<file path="src/rtl/dem_pkg.sv">
`default_nettype none
// ============================================================================
// Module   : dem_pkg
// Purpose  : Shared types and constants for the DEM switching tree.
//            - Fibonacci LFSR tap masks per supported width (8/16/32)
//            - Per-node split selection encoding
//            - Node index helper (level k, position j) -> flat node number
// Revision : 1.0 - initial release
// ============================================================================
package dem_pkg;

  // Tap masks: feedback bit = XOR of all state bits selected by the mask,
  // shifted into bit 0 while the register shifts towards the MSB.
  //   8 : x^8  + x^6  + x^5 + x^4 + 1
  //   16: x^16 + x^14 + x^13 + x^11 + 1
  //   32: x^32 + x^22 + x^2 + x^1 + 1
  localparam logic [31:0] c_lfsr_taps_w8  = 32'h0000_00B8;
  localparam logic [31:0] c_lfsr_taps_w16 = 32'h0000_B400;
  localparam logic [31:0] c_lfsr_taps_w32 = 32'h8020_0003;

  typedef enum logic [1:0] {
    S_ZERO = 2'd0,
    S_POS  = 2'd1,
    S_NEG  = 2'd2
  } dem_sel_e;

  function automatic logic [31:0] dem_lfsr_taps(input int unsigned w);
    case (w)
      8:       return c_lfsr_taps_w8;
      32:      return c_lfsr_taps_w32;
      default: return c_lfsr_taps_w16;
    endcase
  endfunction

  // Breadth-first node numbering: root is 0, level k starts at 2**k - 1.
  function automatic int unsigned dem_node_idx(input int unsigned k, input int unsigned j);
    return (32'd1 << k) - 32'd1 + j;
  endfunction

endpackage
`default_nettype wire

</file>
<file path="src/rtl/dem_switch_node.sv">
`default_nettype none
// ============================================================================
// Module   : dem_switch_node
// Purpose  : One two-way DEM switching node. Splits value x into
//            x1 = (x+s)/2 and x2 = (x-s)/2 with s in {-1,0,+1}.
//            Odd x: steer 0 -> s=+1, steer 1 -> s=-1. Even x: s=0.
// Config   : DEM_SHAPING_EN - adds a 1-bit state p per node; for odd x the
//            effective steer is p ^ steer_i and p toggles on valid samples.
// Ports    : clk_i/reset_i (shaping build only), valid_i, x_i[XW],
//            steer_i, x1_o/x2_o[XW-1], sel_o
// Revision : 1.0 - initial release
// ============================================================================
module dem_switch_node
  import dem_pkg::*;
#(
  parameter int unsigned XW = 2
) (
`ifdef DEM_SHAPING_EN
  input  logic          clk_i,
  input  logic          reset_i,
`endif
  input  logic          valid_i,
  input  logic [XW-1:0] x_i,
  input  logic          steer_i,
  output logic [XW-2:0] x1_o,
  output logic [XW-2:0] x2_o,
  output dem_sel_e      sel_o
);

  localparam logic [XW-2:0] C_ONE = (XW-1)'(1);

  logic [XW-2:0] half_w;
  logic          steer_w;

  assign half_w = x_i[XW-1:1];

`ifdef DEM_SHAPING_EN
  logic p_q;

  // Toggling p on every odd valid sample alternates the sign of the
  // leftover unit, which first-order shapes the element mismatch.
  always_ff @(posedge clk_i or posedge reset_i) begin
    if (reset_i) begin
      p_q <= 1'b0;
    end else if (valid_i && x_i[0]) begin
      p_q <= ~p_q;
    end
  end

  assign steer_w = p_q ^ steer_i;
`else
  logic unused_valid_w;
  assign unused_valid_w = valid_i;
  assign steer_w        = steer_i;
`endif

  // For odd x the extra unit goes to x1 (s=+1) or x2 (s=-1); the larger
  // half never exceeds 2**(XW-2) because odd x is at most 2**(XW-1)-1.
  always_comb begin
    sel_o = S_ZERO;
    x1_o  = half_w;
    x2_o  = half_w;
    if (x_i[0]) begin
      if (steer_w) begin
        sel_o = S_NEG;
        x2_o  = half_w + C_ONE;
      end else begin
        sel_o = S_POS;
        x1_o  = half_w + C_ONE;
      end
    end
  end

endmodule
`default_nettype wire

</file>
<file path="src/rtl/dem_switch_tree.sv">
`default_nettype none
// ============================================================================
// Module   : dem_switch_tree
// Purpose  : Pipelined tree DEM encoder. A binary code is clamped to
//            2**LEVELS, then split through LEVELS registered levels of
//            switching nodes into 2**LEVELS unit-element bits. Odd splits
//            are steered by a free-running Fibonacci LFSR (gated by pn_en_i).
// Config   : DEM_SHAPING_EN - per-node first-order shaping state.
// Ports    : clk_i, reset_i (async, active-high), valid_i, code_i[LEVELS+1],
//            pn_en_i, valid_o, elem_o[2**LEVELS], ovf_o
// Latency  : LEVELS cycles, one sample per cycle, no backpressure.
// Revision : 1.0 - initial release
// ============================================================================
module dem_switch_tree
  import dem_pkg::*;
#(
  parameter int unsigned LEVELS    = 3,
  parameter int unsigned LFSR_W    = 16,
  parameter logic [31:0] LFSR_SEED = 32'h0000_ACE1
) (
  input  logic                 clk_i,
  input  logic                 reset_i,
  input  logic                 valid_i,
  input  logic [LEVELS:0]      code_i,
  input  logic                 pn_en_i,
  output logic                 valid_o,
  output logic [2**LEVELS-1:0] elem_o,
  output logic                 ovf_o
);

  localparam int unsigned       c_n_elem   = 2**LEVELS;
  localparam logic [LEVELS:0]   c_full     = c_n_elem[LEVELS:0];
  localparam logic [31:0]       c_taps_all = dem_lfsr_taps(LFSR_W);
  localparam logic [LFSR_W-1:0] c_taps     = c_taps_all[LFSR_W-1:0];
  localparam logic [LFSR_W-1:0] c_seed     = LFSR_SEED[LFSR_W-1:0];

  // ---------------------------------------------------------------- clamp
  logic            ovf_w;
  logic [LEVELS:0] code_cl_w;

  assign ovf_w     = (code_i > c_full);
  assign code_cl_w = ovf_w ? c_full : code_i;

  // ----------------------------------------------------------------- LFSR
  // Free-running: advances every cycle so the PN pattern is independent of
  // the input valid pattern.
  logic [LFSR_W-1:0] lfsr_q;
  logic [LFSR_W-1:0] lfsr_d;

  assign lfsr_d = {lfsr_q[LFSR_W-2:0], ^(lfsr_q & c_taps)};

  always_ff @(posedge clk_i or posedge reset_i) begin
    if (reset_i) begin
      lfsr_q <= c_seed;
    end else begin
      lfsr_q <= lfsr_d;
    end
  end

  // ----------------------------------------------------------- tree levels
  // Level k combines its 2**k nodes with the register stage k+1 that
  // captures their children. Stage data is a flat vector, child 2j/2j+1
  // of node j occupying consecutive (XW-1)-bit slots.
  for (genvar k = 0; k < LEVELS; k++) begin : g_lvl
    localparam int unsigned c_xw = LEVELS - k + 1;
    localparam int unsigned c_nn = 2**k;

    logic [c_nn*c_xw-1:0]       x_w;
    logic                       vld_in_w;
    logic                       ovf_in_w;
    logic [2*c_nn*(c_xw-1)-1:0] stg_d;
    logic [2*c_nn*(c_xw-1)-1:0] stg_q;
    logic                       vld_q;
    logic                       ovf_q;

    if (k == 0) begin : g_src
      assign x_w      = code_cl_w;
      assign vld_in_w = valid_i;
      assign ovf_in_w = ovf_w;
    end else begin : g_src
      assign x_w      = g_lvl[k-1].stg_q;
      assign vld_in_w = g_lvl[k-1].vld_q;
      assign ovf_in_w = g_lvl[k-1].ovf_q;
    end

    for (genvar j = 0; j < c_nn; j++) begin : g_node
      localparam int unsigned c_idx = dem_node_idx(k, j);
      localparam int unsigned c_bit = c_idx % LFSR_W;

      dem_sel_e unused_sel_w;

      dem_switch_node #(
        .XW (c_xw)
      ) u_node (
`ifdef DEM_SHAPING_EN
        .clk_i   (clk_i),
        .reset_i (reset_i),
`endif
        .valid_i (vld_in_w),
        .x_i     (x_w[j*c_xw +: c_xw]),
        .steer_i (lfsr_q[c_bit] & pn_en_i),
        .x1_o    (stg_d[(2*j)*(c_xw-1) +: (c_xw-1)]),
        .x2_o    (stg_d[(2*j+1)*(c_xw-1) +: (c_xw-1)]),
        .sel_o   (unused_sel_w)
      );
    end

    // Valid shifts every cycle; data and ovf load only behind a valid so
    // bubbles leave the previous sample visible downstream.
    always_ff @(posedge clk_i or posedge reset_i) begin
      if (reset_i) begin
        stg_q <= '0;
        vld_q <= 1'b0;
        ovf_q <= 1'b0;
      end else begin
        vld_q <= vld_in_w;
        if (vld_in_w) begin
          stg_q <= stg_d;
          ovf_q <= ovf_in_w;
        end
      end
    end
  end

  // Last stage holds 2**LEVELS one-bit leaves, LSB-first.
  assign valid_o = g_lvl[LEVELS-1].vld_q;
  assign elem_o  = g_lvl[LEVELS-1].stg_q;
  assign ovf_o   = g_lvl[LEVELS-1].ovf_q;

endmodule
`default_nettype wire

</file>
<file path="config.mk">
export PLATFORM = sky130hd
export DESIGN_NAME = dem_switch_tree
export DESIGN_NICKNAME = d
export VERILOG_FILES = /design/src/rtl/dem_pkg.sv /design/src/rtl/dem_switch_node.sv /design/src/rtl/dem_switch_tree.sv
export SDC_FILE = /design/constraint.sdc
export NUM_CORES = 1
export LEC_CHECK = 0
export CORE_AREA = 2 2 61 63
export DETAILED_ROUTE_END_ITERATION = 10
export DIE_AREA = 0 0 63 65
export PLACE_DENSITY = 0.85
export SYNTH_ARGS = -nofsm -noshare
export SYNTH_HDL_FRONTEND = slang
export SYNTH_SLANG_ARGS = --single-unit
export TNS_END_PERCENT = 1
</file>
<file path="constraint.sdc">
create_clock -name clk_i -period 1.7 [get_ports clk_i]
set_input_delay 0.425 -clock clk_i [delete_from_list [all_inputs] [get_ports clk_i]]
set_output_delay 0.425 -clock clk_i [all_outputs]
set_load 0.01 [all_outputs]
</file>
---- Word-level counts from Yosys, hierarchy flattened ----
Cells that the tools add are included.
storage, ports and cells
  register bits ........................... 44
operators by class
  $lt $le $gt $ge ......................... 1
  bitwise operators ....................... 7
  mux-type cells .......................... 29
  $add $sub $neg .......................... 7
  reductions and logical operators ........ 1
operators with widths
  cell                                                            number
  1-bit 2-to-1 mux                                                16
  2-bit 2-to-1 mux                                                8
  16-bit XOR reduction                                            1
  3-bit 2-to-1 mux                                                4
  1-bit bitwise AND                                               7
  1-bit adder (second input constant)                             4
  2-bit by 1-bit adder with 2-bit output (second input constant)  2
  4-bit greater-than comparator (second input constant)           1
  4-bit 2-to-1 mux                                                1
  3-bit by 1-bit adder with 3-bit output (second input constant)  1

---- Depth between registers and ports, before layout ----
Gate-level depths: netlist of the first run.
  word-level depth ........................ 5
  gate-level depth with buffers ........... 4
  gate-level depth less buffers ........... 4

---- Cells and area by module ----
Synthesis of the first run repeated with hierarchy kept, for this count alone.
second synthesis, totals
  cells, all modules ...................... 133
  area total of the unflattened synthesis .. 1991.9 um2
by module, submodules not included
  module                                           instances  cells each  seq. area each (um2)  area an instance (um2)
  dem_switch_tree                                  1          89          1111.1                1619.1
  dem_switch_node (g_lvl[2].g_node[0].u_node ...)  4          4           0.0                   33.8
  dem_switch_node (g_lvl[1].g_node[0].u_node ...)  2          8           0.0                   63.8
  dem_switch_node (g_lvl[0].g_node[0].u_node)      1          12          0.0                   110.1

---- Worst setup path after synthesis of the first run ----
Ideal clock, no wire load.
  path kind ............................... input -> register
  start point ............................. input code_i[1]
  end point ............................... register g_lvl[0].stg_q[1]
  stages .................................. 4
  library setup time ...................... 0.133 ns
  buffers on the path ..................... 0
  data required time ...................... 1.567 ns
  data arrival time ....................... 1.018 ns
  setup slack ............................. 0.550 ns
  cells stage by stage .................... nor2b_1 > ha_1 > mux2i_1 > o22ai_1
on the way
  word-level cells in the longest chain between the ends .. 5
ends and longest elaborated chain
  element                                 line                    text
  from (decl)                             dem_switch_tree.sv:24   input logic [LEVELS:0] code_i,
  4-bit greater-than comparator           dem_switch_tree.sv:41   assign ovf_w = (code_i > c_full);
  4-bit 2-to-1 mux (*)                    dem_switch_tree.sv:42   assign code_cl_w = ovf_w ? c_full : code_i;
  3-bit by 1-bit adder with 3-bit output  dem_switch_node.sv:69   x1_o = half_w + C_ONE;
  3-bit 2-to-1 mux                        dem_switch_node.sv:64   if (steer_w) begin
  3-bit 2-to-1 mux (*)                    dem_switch_node.sv:63   if (x_i[0]) begin
  to (signal assigned)                    dem_switch_tree.sv:118  stg_q <= stg_d;
  to (decl)                               dem_switch_tree.sv:72   logic [2*c_nn*(c_xw-1)-1:0] stg_q;
Every way passes the cells marked *; elsewhere a longest branch is shown, timed or not.
A chain may end at the register's enable or synchronous reset.

---- Final worst setup path of the first run ----
  start point ............................. register g_lvl[2].stg_q[5], in the netlist elem_o[5]
  end point ............................... output elem_o[5]
RTL lines
  element                 line                    text
  from (decl)             dem_switch_tree.sv:72
  from (signal assigned)  dem_switch_tree.sv:118
  to (decl)               dem_switch_tree.sv:27   output logic [2**LEVELS-1:0] elem_o,
No word-level cell between the ends.

==> results of run 1 <==
[power by group through the flow]
stage	sequential (uW)	clock [uW]	combinational [uW]
after CTS	1190	660	332
final	1190	633	325
after global placement	1210	0	336
after detailed placement	1210	0	354
after global routing	1210	709	364
after floorplan	1220	0	186
[per-stage QoR]
| stage | worst slack (ns) | setup TNS [ns] | total power [uW] | hold slack (ns) |
|---|---|---|---|---|
| 3_3_place_gp | 0.0586 | 0 | 1540 | 0.338 |
| 5_1_grt | 0.166 | 0 | 2280 | 0.386 |
| 3_5_place_dp | -0.0171 | -0.0223 | 1570 | 0.337 |
| 6_report | 0.239 | 0 | 2150 | 0.366 |
| 2_1_floorplan | 0.257 | 0 | 1410 | 0.331 |
| 4_1_cts | 0.000604 | 0 | 2190 | 0.370 |
[Yosys cell counts, drive strengths merged, types with 3 or more instances]
master,instances
buf,6
inv,6
xnor2,12
nor2,18
a31oi,3
a21boi,7
dfstp,8
nand3,7
a21oi,16
xor2,7
dfrtp,36
nand4,4
nand2,5
[cell usage in the layout, fill, tap and decap left out, drive strengths merged, types with 3 or more instances in the layout]
| master | Yosys | final |
|---|---|---|
| dfrtp | 36 | 36 |
| nor2 | 18 | 18 |
| a21oi | 16 | 16 |
| xnor2 | 12 | 12 |
| dfstp | 8 | 8 |
| dlygate4sd2 | 0 | 8 |
| nand3 | 7 | 7 |
| xor2 | 7 | 7 |
| clkdlybuf4s50 | 0 | 7 |
| a21boi | 7 | 7 |
| buf | 6 | 7 |
| inv | 6 | 6 |
| nand2 | 5 | 5 |
| clkbuf | 2 | 5 |
| nand4 | 4 | 4 |
| a31oi | 3 | 3 |
[state kept, by name, summed over array words and instances (netlist names)]
name         flops
valid_o          1
g_lvl.stg_q     14
elem_o           8
lfsr_q          16
g_lvl.vld_q      2
g_lvl.ovf_q      2
ovf_o            1
[area by class of cell]
cell class | instances | area [sq um]
tap | 48 | 60.1
sequential | 44 | 1110
clock inverter | 3 | 42.5
multi-input combinational | 96 | 633
timing repair buffer | 24 | 243
clock buffer | 5 | 37.5
inverter | 6 | 22.5
fill | 288 | 1350
[path summary, 6_finish.rpt]
kind | startpoint | endpoint | slack (ns) | cells after the start
setup reg to reg | lfsr_q[0]$_DFF_PP1_ | g_lvl[0].stg_q[3]$_DFFE_PP0P_ | 0.49 | 3
hold / removal | lfsr_q[8]$_DFF_PP0_ | lfsr_q[9]$_DFF_PP0_ | 0.37 | 0
max in group asynchronous | reset_i | lfsr_q[5]$_DFF_PP1_ | 0.99 | 3
setup / recovery | elem_o[5]$_DFFE_PP0P_ | elem_o[5] | 0.24 | 1
hold reg to reg | lfsr_q[8]$_DFF_PP0_ | lfsr_q[9]$_DFF_PP0_ | 0.37 | 0
min in group asynchronous | reset_i | lfsr_q[9]$_DFF_PP0_ | 0.43 | 3
[layer usage]
| metal | global-route usage | vias to the layer above | wire (um) |
|---|---|---|---|
| met2 | 0.328 | 32 | 1630 |
| met1 | 0.196 | 599 | 1250 |
| li1 | - | 568 | - |
| met3 | 0.0556 | 7 | 143 |
| met5 | 0 | - | 0 |
| met4 | 0.111 | 0 | 100 |
[repair_timing]
action,CTS,global route
pin swaps,0,0
endpoints found under the setup margin,8,2
resized for setup,8,2
[cells by family after synthesis]
group / synth area share
AO/OA/AOI/OAI: 0.136
XOR/XNOR: 0.0921
adder cells (fa/ha/maj): 0.00692
buffers and inverters: 0.0346
flip-flops: 0.615
multiplexers: 0.0235
AND/OR/NAND/NOR: 0.0914
==> metrics.csv, run 1 <==
stage;metric;value;unit
outcome;status;finished, final reports clean;
worst_setup_path;cpPeakStageDelay;0.40;ns
synthesis;synth_warnings;0;
worst_setup_path;start_kind;flip-flop;
drt;wirelength;3.13;mm
flow_run;maxCapViolCount;0;
floorplanning;die_h;65;um
drt;ant_nets;0;
drt;routed_via_density;5.34;
clocking;holdBufCountCts;0;
clocking;numCtsBuffers;5;
grt;grt_pass1_wl;5.70;mm
drt;routedWlPerCell;13.8;um
grt;antenna_found_initial;0;
place;placedInstanceArea;2070;sq um
timing;max_freq;685;MHz
timing;finalHoldViolations;0;
floorplanning;rows;22;
synthesis;synth_cells;154;
timing;rsz0062_at_grt;false;
finish;final_area;2150;sq um
place;portBuffers;17;
worst_hold_path;hold_class;flip-flop to flip-flop;
synthesis;ys_types;29;
power_and_ir_drop;powerDensity;1000;nW/um^2
worst_setup_path;crit_required;1.27;ns
worst_setup_path;crit_buf_inv;1;
finish;nets;186;
clocking;cts_root_buffer;clkbuf_4;
drt;drt-initial-drc-count;29;
synthesis;ys_seq_elements;44;
power_and_ir_drop;p_sw;548;uW
timing;worstMarginPinSlew;0.311;ns
place;gp_congestion;0.854;
clocking;clock_path_buffers;2;
floorplanning;ios;18;
synthesis;yosysTopAreaCell;dfrtp_1;
power_and_ir_drop;p_int;1600;uW
floorplanning;dieArea;4100;sq um
power_and_ir_drop;swShare;0.255;
clocking;post-cts-setup-buffers;0;
timing;finalMaxSlewViolations;0;
clocking;clock_latency;0.35;ns
drt;drc;0;
grt;grt_max_degree;45;
clocking;cts_tree;yes;
finish;antennaDiodeCount;0;
floorplanning;core;3500;sq um
clocking;htreeDepth;2;
timing;slew_headroom;0.790;
place;dp_cells;218;
finish;fin_cells;226;
grt;grt_pass1_vias;1263;
worst_setup_path;crit_fanout;2;
power_and_ir_drop;seqPwrFrac;0.554;
clocking;numClockSinks;44;
synthesis;avgSynthCellArea;11.7;sq um
worst_setup_path;arrival;1.04;ns
finish;layout-drive-gt1-share;0.163;
synthesis;async_reset_ff_frac;1.00;
finish;syn2layout_area_growth;19.0;%
timing;skew;0.00403;ns
finish;utilization;0.615;
grt;grt_usage;0.186;
synthesis;synth-edff-count;0;
drt;firstDrtPassIters;4;
synthesis;synth_seq_area_share;0.615;
worst_setup_path;cp_cell_sequence;dlygate4sd2_1;
timing;finalSetupViolations;0;
power_and_ir_drop;p_leak;0.000922;uW
clocking;clk_pin_slew;0.12;ns
worst_setup_path;critPathCaptureType;output port;
place;dp_hpwl;2.20;mm
synthesis;synth_area_leaders;dfrtp_1 (50%), dfstp_2 (12%), xnor2_1 (5.8%);
power_and_ir_drop;clkPwrFrac;0.295;
timing;min_period;1.46;ns
power_and_ir_drop;ir_worst_vdd;0.000446;V
synthesis;synth_area;1810;sq um
synthesis;synthDominantCellAreaShare;0.499;
floorplanning;die_w;63;um
worst_setup_path;critPathKind;flip-flop to output port;
synthesis;synthFlopType;dfrtp_1;
synthesis;synth_nets;163;
worst_setup_path;critPathTopFamily;flip-flops;
power_and_ir_drop;combPwrFrac;0.151;
worst_setup_path;slowest_stage;dfrtp_1;
timing;period_share;0.859;
grt;overflow;0;
drt;dr_total_vias;1206;
floorplanning;start_util;0.517;
(Power assumes the default switching activity.)
==> inputs of run 2 (changes only) <==
--- a/config.mk
+++ b/config.mk
@@ -5,10 +5,10 @@
 export SDC_FILE = /design/constraint.sdc
 export NUM_CORES = 1
 export LEC_CHECK = 0
-export CORE_AREA = 2 2 61 63
+export CORE_AREA = 2 2 64 66
 export DETAILED_ROUTE_END_ITERATION = 10
-export DIE_AREA = 0 0 63 65
-export PLACE_DENSITY = 0.85
+export DIE_AREA = 0 0 66 68
+export PLACE_DENSITY = 0.79
 export SYNTH_ARGS = -nofsm -noshare
 export SYNTH_HDL_FRONTEND = slang
 export SYNTH_SLANG_ARGS = --single-unit
==> run 2 against run 1 <==
  * Clock power is 22% higher
  * Total power is 7.6% higher
  * Clock skew is 0.0019 ns higher
  * Largest power group unchanged
  * Global-route usage is 3.7 points lower
  * Critical path depth stayed put
  * Count of clock-buffer cells in the layout stayed put
  * Critical path type unchanged
  * Flip-flop and latch count stayed put
  * Via count is 2.9% lower
  * Die area is 9.6% higher
  * Combinational power is 6.5% higher
  * Utilization is 4.7 points lower
  * Fmax is 8.8% lower
==> metrics.csv, run 2 (synthesis results as in run 1) <==
stage;metric;value;unit
worst_setup_path;cpPeakStageDelay;0.54;ns
clocking;clk_pin_slew;0.08;ns
timing;slew_headroom;0.789;
worst_hold_path;min_from;lfsr_q[8]$_DFF_PP0_;
place;pre_cts_ws;-0.0727;ns
clocking;cts_tree;yes;
finish;nets;186;
place;dp_hpwl;2.05;mm
grt;antenna_found_initial;0;
finish;syn2layout_area_growth;21.1;%
drt;met3_length;112;um
finish;fin_cells;228;
drt;routed_via_density;5.14;
floorplanning;rows;23;
drt;ant_nets;0;
worst_hold_path;hold_class;flip-flop to flip-flop;
timing;period_share;0.942;
worst_setup_path;slowest_stage;clkdlybuf4s50_1;
worst_setup_path;crit_start;elem_o[1]$_DFFE_PP0P_;
grt;grt_pass1_wl;5.00;mm
flow_run;maxCapViolCount;0;
finish;mostFrequentLayoutCell;dfrtp_1;
timing;min_period;1.60;ns
floorplanning;ios;18;
drt;drc;0;
timing;skew;0.00595;ns
worst_setup_path;critPathTopFamily;buffers and inverters;
worst_setup_path;crit_required;1.27;ns
place;dp_cells;220;
clocking;clock_latency;0.29;ns
place;gp_congestion;0.850;
worst_setup_path;arrival;1.18;ns
worst_setup_path;critPathKind;flip-flop to output port;
grt;grt_usage;0.149;
worst_setup_path;start_kind;flip-flop;
timing;rsz0062_at_grt;false;
timing;finalMaxSlewViolations;0;
drt;firstDrtPassIters;4;
drt;met2RoutedLength;1.53;mm
clocking;htreeDepth;2;
drt;wl_met1;1.26;mm
finish;nFillCells;335;
outcome;status;finished, final reports clean;
floorplanning;die_h;68;um
worst_setup_path;critPathCaptureType;output port;
clocking;numCtsBuffers;5;
clocking;cts_root_buffer;clkbuf_8;
grt;grt_max_degree;45;
finish;largest_reg_flops;16;
drt;routedWlPerCell;13.0;um
worst_setup_path;crit_buf_inv;1;
worst_setup_path;r2r-start;lfsr_q[0]$_DFF_PP1_;
timing;finalSetupViolations;0;
finish;layout-drive-gt1-share;0.163;
clocking;clock_path_buffers;2;
clocking;post-cts-setup-buffers;0;
finish;final_cell_mix;dfrtp_1 (36), nor2_1 (18), clkdlybuf4s50_1 (17), a21oi_1 (16), xnor2_1 (12);
grt;grt_pass1_vias;1137;
finish;utilization;0.567;
clocking;numClockSinks;44;
power_and_ir_drop;p_leak;0.000917;uW
clocking;cts_resized;0;
floorplanning;dieArea;4490;sq um
finish;max_flop_register;lfsr_q;
power_and_ir_drop;powerDensity;1060;nW/um^2
drt;wirelength;2.95;mm
drt;dr_total_vias;1171;
worst_setup_path;cp_cell_sequence;clkdlybuf4s50_1;
worst_setup_path;crit_fanout;2;
timing;max_freq;625;MHz
timing;finalHoldViolations;0;
drt;drt-initial-drc-count;45;
floorplanning;die_w;66;um
power_and_ir_drop;ir_worst_vdd;0.000444;V
place;portBuffers;17;
finish;antennaDiodeCount;0;
timing;setup_ws;0.0990;ns
timing;worstMarginPinSlew;0.312;ns
clocking;holdBufCountCts;0;
floorplanning;start_util;0.469;
grt;overflow;0;
drt;maxUsedRoutingLayer;met4;
floorplanning;core;3860;sq um
run 2: worst paths after layout:
check,endpoint,slack (ns),depth (start not counted)
hold reg to reg,lfsr_q[9]$_DFF_PP0_,0.36,0
setup reg to reg,g_lvl[0].stg_q[3]$_DFFE_PP0P_,0.52,3
setup / recovery,elem_o[1],0.1,1
max in group asynchronous,lfsr_q[5]$_DFF_PP1_,0.95,3
min in group asynchronous,lfsr_q[14]$_DFF_PP0_,0.48,3
hold / removal,lfsr_q[9]$_DFF_PP0_,0.36,0
run 2: final cells by class:
type                    instances  area, sq um  share of cell area
flip-flops and latches         44         1110               0.508
multi-input cells              96          633               0.289
repair buffers                 24          248               0.113
clock buffers                   5         68.8              0.0314
well taps                      50         62.6              0.0286
clock inverters                 3         42.5              0.0194
inverters                       6         22.5              0.0103
run 2: per-stage QoR:
stage          total power [uW]  instance area, sq um  TNS [ns]  hold slack, ns
3_3_place_gp               1550                  2080         0           0.339
3_5_place_dp               1560                  2080    -0.112           0.340
6_report                   2310                  2190         0           0.355
5_1_grt                    2430                  2190         0           0.382
4_1_cts                    2340                  2190         0           0.359
2_1_floorplan              1410                  1810         0           0.331
run 2: per-layer routing:
layer	vias to the layer above	global-route usage
met3	6	0.0444
met1	572	0.178
met2	25	0.251
met5	-	0
li1	568	-
met4	0	0.0689
run 2: where the power goes:
part | switching [uW] | internal (uW)
Sequential | 62.0 | 1130
Clock | 340 | 434
Combinational | 156 | 191
Total | 558 | 1760
==> inputs of run 3 (changes only) <==
--- a/config.mk
+++ b/config.mk
@@ -5,6 +5,7 @@
 export SDC_FILE = /design/constraint.sdc
 export NUM_CORES = 1
 export LEC_CHECK = 0
+export CAP_MARGIN = 20
 export CORE_AREA = 2 2 64 66
 export DETAILED_ROUTE_END_ITERATION = 10
 export DIE_AREA = 0 0 66 68
==> results of run 3 <==
Same layout as run 2: the final DEF is identical, and so are final timing and power.
